### src/rtl/icache_responder.sv
// Direct-mapped, one-word-per-line instruction cache responder between fetch and the memory bus.
// Optional hit/miss counters are compiled in with the ICACHE_STATS_EN macro.
module icache_responder #(
    parameter int NUM_LINES = 16
) (
    input  logic        clk,
    input  logic        rst,
    input  logic        proc2Imem_req,
    input  logic [31:0] proc2Imem_addr,
    output logic [31:0] Imem2proc_data,
    output logic        Imem2proc_valid,
    input  logic        icache_flush,
    output logic        mem_req,
    output logic [31:0] mem_addr,
`ifdef ICACHE_STATS_EN
    output logic [31:0] hit_count,
    output logic [31:0] miss_count,
`endif
    input  logic        mem_ack,
    input  logic [31:0] mem_rdata
);

    localparam int IDX_W = $clog2(NUM_LINES);
    localparam int TAG_W = 30 - IDX_W;

    typedef enum logic [1:0] {
        IDLE = 2'd0,
        MISS = 2'd1,
        RESP = 2'd2
    } state_e;

    state_e               state_q, state_d;
    logic [NUM_LINES-1:0] valid_q, valid_d;
    logic [TAG_W-1:0]     tag_q  [NUM_LINES];
    logic [TAG_W-1:0]     tag_d  [NUM_LINES];
    logic [31:0]          data_q [NUM_LINES];
    logic [31:0]          data_d [NUM_LINES];
    logic [31:0]          miss_addr_q, miss_addr_d;
    logic [31:0]          resp_data_q, resp_data_d;

    logic [IDX_W-1:0]     req_idx;
    logic [TAG_W-1:0]     req_tag;
    logic [IDX_W-1:0]     fill_idx;
    logic [TAG_W-1:0]     fill_tag;
    logic                 hit;
    logic                 fill_we;
    logic                 hit_evt;
    logic                 miss_evt;
    logic                 unused_addr_bits;

    assign req_idx  = proc2Imem_addr[IDX_W+1:2];
    assign req_tag  = proc2Imem_addr[31:IDX_W+2];
    assign fill_idx = miss_addr_q[IDX_W+1:2];
    assign fill_tag = miss_addr_q[31:IDX_W+2];
    assign hit      = proc2Imem_req && valid_q[req_idx] && (tag_q[req_idx] == req_tag);
    assign mem_addr = {miss_addr_q[31:2], 2'b00};

    // Byte offsets never select anything: lines hold a single word.
    assign unused_addr_bits = ^{proc2Imem_addr[1:0], miss_addr_q[1:0]};

    // Memory handshake: mem_req stays high with a stable mem_addr for the whole
    // MISS state; a cycle with mem_ack high completes the fill, and mem_ack seen
    // in any other state is ignored.
    always_comb begin
        state_d         = state_q;
        valid_d         = valid_q;
        miss_addr_d     = miss_addr_q;
        resp_data_d     = resp_data_q;
        fill_we         = 1'b0;
        hit_evt         = 1'b0;
        miss_evt        = 1'b0;
        mem_req         = 1'b0;
        Imem2proc_valid = 1'b0;
        Imem2proc_data  = 32'h0;

        case (state_q)
            IDLE: begin
                if (hit) begin
                    Imem2proc_valid = 1'b1;
                    Imem2proc_data  = data_q[req_idx];
                    hit_evt         = 1'b1;
                end else if (proc2Imem_req) begin
                    miss_addr_d = proc2Imem_addr;
                    miss_evt    = 1'b1;
                    state_d     = MISS;
                end
            end
            MISS: begin
                mem_req = 1'b1;
                if (mem_ack) begin
                    fill_we     = 1'b1;
                    resp_data_d = mem_rdata;
                    state_d     = RESP;
                end
            end
            RESP: begin
                // A redirected fetch gets nothing here; it is looked up again in IDLE.
                if (proc2Imem_req && (proc2Imem_addr[31:2] == miss_addr_q[31:2])) begin
                    Imem2proc_valid = 1'b1;
                    Imem2proc_data  = resp_data_q;
                end
                state_d = IDLE;
            end
            default: begin
                state_d = IDLE;
            end
        endcase

        if (fill_we) begin
            valid_d[fill_idx] = 1'b1;
        end
        // Flush overrides a coincident fill so the line comes back invalid.
        if (icache_flush) begin
            valid_d = '0;
        end
    end

    always_comb begin
        tag_d  = tag_q;
        data_d = data_q;
        if (fill_we) begin
            tag_d[fill_idx]  = fill_tag;
            data_d[fill_idx] = mem_rdata;
        end
    end

    always_ff @(posedge clk) begin
        if (rst) begin
            state_q     <= IDLE;
            valid_q     <= '0;
            miss_addr_q <= 32'h0;
            resp_data_q <= 32'h0;
        end else begin
            state_q     <= state_d;
            valid_q     <= valid_d;
            miss_addr_q <= miss_addr_d;
            resp_data_q <= resp_data_d;
        end
    end

    // Tag/data contents are qualified by valid_q, so they need no reset.
    always_ff @(posedge clk) begin
        tag_q  <= tag_d;
        data_q <= data_d;
    end

`ifdef ICACHE_STATS_EN
    logic [31:0] hit_count_q, hit_count_d;
    logic [31:0] miss_count_q, miss_count_d;

    always_comb begin
        hit_count_d  = hit_count_q + {31'd0, hit_evt};
        miss_count_d = miss_count_q + {31'd0, miss_evt};
    end

    always_ff @(posedge clk) begin
        if (rst) begin
            hit_count_q  <= 32'h0;
            miss_count_q <= 32'h0;
        end else begin
            hit_count_q  <= hit_count_d;
            miss_count_q <= miss_count_d;
        end
    end

    assign hit_count  = hit_count_q;
    assign miss_count = miss_count_q;
`else
    logic unused_stat_evts;
    assign unused_stat_evts = hit_evt ^ miss_evt;
`endif

endmodule

### config.mk
export PLATFORM = sky130hd
export DESIGN_NAME = icache_responder
export DESIGN_NICKNAME = d
export VERILOG_FILES = /design/src/rtl/icache_responder.sv
export SDC_FILE = /design/constraint.sdc
export NUM_CORES = 1
export LEC_CHECK = 0
export CORE_MARGIN = 8
export CORE_UTILIZATION = 35
export DETAILED_ROUTE_END_ITERATION = 8
export PLACE_DENSITY_LB_ADDON = 0.1
export SETUP_SLACK_MARGIN = 0.5
export SYNTH_ARGS = -nofsm -noshare
export SYNTH_HDL_FRONTEND = slang
export SYNTH_SLANG_ARGS = --single-unit
### constraint.sdc
create_clock -name clk -period 7.8 [get_ports clk]
set_input_delay 1.17 -clock clk [delete_from_list [all_inputs] [get_ports clk]]
set_output_delay 1.17 -clock clk [all_outputs]
set_load 0.05 [all_outputs]
**Word-level counts from Yosys, hierarchy flattened**

Cells that the tools add are included.

- Register bits: 1010
- Input bits: 69
- Output and inout port bits: 66
- Logic and storage cells: 92

- Magnitude comparators: 6
- Eq/ne operators: 7
- Muxes and demuxes: 29
- Bitwise logic cells: 4
- Reduce and logical (&&, ||, !) cells: 10

Operators with widths:

| operator | number |
|---|---|
| $bwmux W512 | 1 |
| $bwmux W416 | 1 |
| $mux W32 | 5 |
| $bmux W32 S4 | 1 |
| $demux W32 S4 | 1 |
| $bmux W26 S4 | 1 |
| $demux W26 S4 | 1 |
| $mux W26 | 3 |
| $pmux W32 S2 | 1 |
| $eq A30 B30 Y1 | 1 |
| $eq A26 B26 Y1 | 1 |
| $or A16 B16 Y16 | 1 |
| $ge A5 B5 Y1 const B | 2 |
| $lt A4 B5 Y1 const B | 2 |
| $not A4 Y5 | 2 |
| $mux W1 | 7 |
| $mux W2 | 3 |
| $ne A2 B2 Y1 const B | 3 |
| $reduce_and A3 Y1 | 2 |
| $logic_and A1 B1 Y1 | 5 |
| $lt A5 B1 Y1 const B | 1 |
| $bmux W1 S4 | 1 |
| $demux W1 S4 | 1 |
| $ge A4 B1 Y1 const B | 1 |
| 8 further kinds | 8 |

**Longest topological paths before layout**

- Word-level depth: 8
- Mapped depth: 14
- Depth with buffers taken out: 8

**Worst setup path before layout**

Ideal clock, no wire load.

- Path kind: flip-flop to flip-flop
- From: reg state_q[0]
- To: reg data_q[480] (netlist name), enable pin
- Setup time: 548 ps
- Data arrival time: 5899 ps
- Data required time: 7252 ps
- Setup slack: 1354 ps
- Cell stages (with the launch flop): 5
- Buffers on the path: 0
- Clock period less this slack: 6446 ps
- Path through: dfxtp_1 > nor2b_1 > nand2_1 > or3_1 > nor3_1

- Word-level cells in the longest chain between the ends: 2

Ends and longest elaborated chain:

| item | RTL line | text |
|---|---|---|
| start: declaration | 32 | `state_e state_q, state_d;` |
| start signal: assignment | 134 | `state_q <= state_d;` |
| $eq A2 B1 Y1 | 76 | `case (state_q)` |
| $mux W1 | 76 |  |
| end signal: assignment | 144 | `data_q <= data_d;` |
| end: declaration | 36 | `logic [31:0] data_q [NUM_LINES];` |

Every way passes these cells.
A chain may end at the register's enable or synchronous reset.

**Worst setup path in the final report**

- From: in proc2Imem_addr[2]
- To: out Imem2proc_data[22]

- Word-level cells in the longest chain between the ends: 8
- Elaborated cells on any way between the ends: 17
- Classes of those cells: eq/ne (2); mux (11); bitwise (1); reduce/logical (3)

Ends and longest elaborated chain:

| item | RTL line | text |
|---|---|---|
| start: declaration | 9 | `input logic [31:0] proc2Imem_addr,` |
| $not A4 Y5 (not written as such) | 55, 80 |  |
| $bmux W26 S4 | 55 | `assign hit = proc2Imem_req && valid_q[req_idx] && (tag_q[req_idx] == req_tag);` |
| $mux W26 (not written as such) (2 in series) | 55 |  |
| $eq A26 B26 Y1 | 55 |  |
| $logic_and A1 B1 Y1 | 55 |  |
| $mux W32 | 78 | `if (hit) begin` |
| $pmux W32 S2 (*) | 76 |  |
| end: declaration | 10 | `output logic [31:0] Imem2proc_data,` |

Mark *: on every way between the ends. The rest lies on a longest branch, timed or not. The select of a mux whose other input is x is not followed.

==> results list <==
- In this run the clock root is driven by a sky130_fd_sc_hd__clkbuf_16.
* Biggest area contributors in the synthesized netlist: sky130_fd_sc_hd__edfxtp_1 69%, sky130_fd_sc_hd__mux4_2 13%, sky130_fd_sc_hd__dfxtp_1 4.0%, sky130_fd_sc_hd__mux2i_1 2.0%, sky130_fd_sc_hd__nand2_1 1.4%
- Number of instances in the synthesized netlist: 2128
- Cell internal power was estimated by the tool at 9270 uW.
- The max-slew violation count was 0.
- The net count of the finished layout is 2363.
- Dividing the final minimum period by the clock period gives 0.880.
* Global-route total usage across every layer: 0.176
* Number of synthesized flops with an enable pin: 928
* Unrepaired setup endpoints after global routing: false
* Power per Cell Area: 253 nW/um^2
* Worst reg-to-reg setup slack: 4.07 ns
* Distinct cells, synth: 66
- Static timing analysis puts the maximum clock frequency at 0.146 GHz.
- Number of placement rows: 125
- Walking the worst path, the cells encountered are buf_8, buf_4, mux2i_1, a221oi_1, a2111oi_0, nor4_1, nand4_1, nor4_1, nand4_1, buf_4, o21ai_0, clkdlybuf4s50_1.
- Sequential group share of total power: 0.510
* P_leak: 0.0150 uW
- In this run the vertical extent of the chip is 356 um.
* Number of buffers and inverters on the critical path: 4
- In the synthesized netlist the async set-or-reset flop fraction comes to 0.
- The via count of the first global-routing pass was 22.3k.
- Total of endpoints with negative setup slack in the final report: 0
- Remaining global-route overflow: 0
- The initial antenna violation count was 6.
- Post-CTS clock slew at the launch and capture registers of the worst setup and hold paths: 0.06 ns
- Area share of the largest cell type after synthesis: 0.688
- The first detailed-routing pass took 7 iterations.
* Data required time at the worst endpoint: 6.63 ns
* Starting DRC count in detailed routing: 1611
- On the worst path, the slowest cell contributes a delay of 0.85 ns.
* Number of max-cap violations: 0
* Mean cell area of the mapped netlist: 19.0 um^2
* Overall power: 12000 uW
* Number of nets with antenna violations after routing: 0
- Outcome: complete, no violations
- Routed WL per cell: 29.0 um
* Hold endpoint: resp_data_q[4]
* Wire length of the first global-routing pass: 163000 um
* Initial standard-cell utilization of the core: 0.351
- Hold buffers post-CTS: 0
* Cell taking the most area after synthesis: sky130_fd_sc_hd__edfxtp_1
- The path class of the tightest hold or removal check is reg -> reg.
- Clock latency at the later pin of the worst-skew pair: 0.70 ns
- Via total after detailed routing: 21.2k
* Final weighted congestion in routability-driven placement: 0.771
- Worst Path Class, Setup: in -> out
- sky130_fd_sc_hd__edfxtp_1 is the most common cell in the netlist.
* Worst Min Path Start: resp_data_q[4]
* Worst supply voltage drop on vdd: 0.177 mV
* Post-layout min period: 6.86 ns
- Worst hold path cell count: 2
- Of the total power, combinational logic draws 0.067.
- The cell area that synthesis handed to floorplanning was 40500 um^2.
- Among all flip-flop cells after synthesis, the most frequent one is sky130_fd_sc_hd__edfxtp_1.
- TritonCTS built the clock tree.
- STA puts the critical path data arrival time at 5.69 ns.
* Share of synthesized area occupied by flip-flops and latches: 0.727
* Core Area: 116000 um^2
- Clock tree synthesis inserted a total of 108 buffers.
- DRC violation count after routing: 0
- CP max stage cell: sky130_fd_sc_hd__clkdlybuf4s50_1
* Max FO, Critical Path: 52
- Switching share of power: 0.224
* Final worst clock skew: 0.0435 ns
* Critical register-to-register path startpoint: tag_q[261]
- Final TNS setup: 0 ns
- The share of total power dissipated in the clock network is 0.424.
- Chip Width: 356 um
- Power spent charging and discharging nets: 2680 uW
* Worst Setup Start Kind: primary input
* Measured slew at the worst slew-check pin: 1.21 ns
- In this run the count of I/O pins placed on the die edge is 135.
* Maximum clock path buffer count: 3
- Clock sink total: 1008
* Worst slew margin: 0.189
- Entering global routing, the biggest net connects 62 pins.
- The die covers 127000 um^2.
- Ranked by instance count, the synthesized netlist is headed by 928 x sky130_fd_sc_hd__edfxtp_1, 227 x sky130_fd_sc_hd__mux4_2, 149 x sky130_fd_sc_hd__nand2_1.
- In the final layout, the share of cells above drive strength 1 is 0.211.
* CTS HTree Levels: 3
- Dividing the detail-routed via count by the number of cells gives 5.43.
- Logic depth of the worst register-to-register path: 8
* Routed wire length: 113000 um
* Synth-to-layout area growth: 16.6%
- The count of buffers added on input and output ports is 130.
- Terminus of the critical flop-to-flop path: miss_addr_q[5]
- Count of filler cells inserted in the layout: 10.2k
- In this run the post-CTS setup repair buffer count came out at 0.
- HPWL after detailed placement: 61500 um
- Number of synthesized register bits: 1008
- Worst path depth: 12
* Ys Warns: 0
- STA classifies the critical path endpoint as an output port.
- Final number of hold-violating endpoints: 0
- Largest delay share family, worst path: buffers and inverters
## flip-flops by register name, summed over array words and instances, names as in the netlist
signal       flops
miss_addr_q     30
valid_q         16
tag_q          416
data_q         512
state_q          2
resp_data_q     32
## timing repair
item,4_1_cts,5_1_grt
hold endpoints to repair,0,0
gates resized for setup,0,2
endpoints found under the setup margin,0,20
## power groups by stage
stage / logic [uW] / registers, uW / clock network [uW]
6_report: 796 / 6100 / 5060
5_1_grt: 853 / 6110 / 5390
4_1_cts: 812 / 6100 / 5200
3_5_place_dp: 810 / 6210 / 0
3_3_place_gp: 799 / 6200 / 0
2_1_floorplan: 416 / 6250 / 0
## cell type report
type,instances,area [um^2],share of cell area
Antenna cell,4,10.0,0.000212
Clock buffer,139,2910,0.0616
Clock inverter,61,617,0.0131
Inverter,40,153,0.00323
Multi-Input combinational cell,944,10300,0.219
Sequential cell,1008,29500,0.623
Tap cell,1524,1910,0.0403
Timing Repair Buffer,192,1870,0.0396
## layer usage
| layer | global-route usage | vias up | wire, um |
|---|---|---|---|
| li1 | - | 9054 | - |
| met1 | 0.243 | 11480 | 50500 |
| met2 | 0.293 | 551 | 55200 |
| met3 | 0.0294 | 160 | 5300 |
| met4 | 0.0415 | 4 | 2420 |
| met5 | 0 | - | 33 |
## worst max-delay path by stage
stage | start | end
after floorplan | state_q[0] | data_q[480]
after global placement | proc2Imem_addr[3] | Imem2proc_data[29]
after detailed placement | proc2Imem_addr[3] | Imem2proc_data[22]
after CTS | proc2Imem_addr[3] | Imem2proc_data[22]
after global routing | proc2Imem_addr[2] | Imem2proc_data[22]
final | proc2Imem_addr[2] | Imem2proc_data[22]
## worst reg2reg max path: cells and delay by family (launching register included)
kind / cells / cell delay, ns
mux: 1 / 0.44
simple gates: 3 / 1.43
compound gates: 4 / 1.39
flops: 1 / 0.38
## per-stage QoR
step / setup slack, ns / hold slack (ns) / util / area, um^2 / std cells
floorplan: 1.35 / 0.432 / - / 40500 / 2129
detailed placement: 0.736 / 0.447 / 0.378 / 43700 / 3708
CTS: 0.700 / 0.455 / 0.409 / 47200 / 3908
finish: 0.936 / 0.454 / 0.409 / 47300 / 3912
global route: 0.547 / 0.476 / 0.409 / 47300 / 3909
global placement: 0.692 / 0.439 / 0.378 / 43700 / 3708
## cell families (layout without fill, tap and decap cells)
kind of cell / Yosys count / count (layout) / share of synthesized area
compound gates: 244 / 244 / 0.0424
mux: 329 / 329 / 0.159
flops: 1008 / 1008 / 0.727
other cells: 1 / 6 / 0.0000925
buf+inv: 177 / 432 / 0.0214
xor+xnor: 53 / 53 / 0.0115
simple gates: 316 / 316 / 0.0389
## placed cells by master, fill, tap and decap left out, types with 23 or more instances in the layout
master and instances:
sky130_fd_sc_hd__a21oi_1 39, sky130_fd_sc_hd__a32oi_1 31, sky130_fd_sc_hd__buf_4 66, sky130_fd_sc_hd__clkbuf_1 23, sky130_fd_sc_hd__clkbuf_16 109, sky130_fd_sc_hd__clkdlybuf4s50_1 111
sky130_fd_sc_hd__clkinv_2 24, sky130_fd_sc_hd__dfxtp_1 80, sky130_fd_sc_hd__edfxtp_1 928, sky130_fd_sc_hd__inv_1 37, sky130_fd_sc_hd__mux2i_1 80, sky130_fd_sc_hd__mux4_2 227
sky130_fd_sc_hd__nand2_1 147, sky130_fd_sc_hd__nor3b_1 28, sky130_fd_sc_hd__o21ai_0 68, sky130_fd_sc_hd__o311ai_1 30, sky130_fd_sc_hd__xnor2_1 32
(Power assumes the default switching activity.)
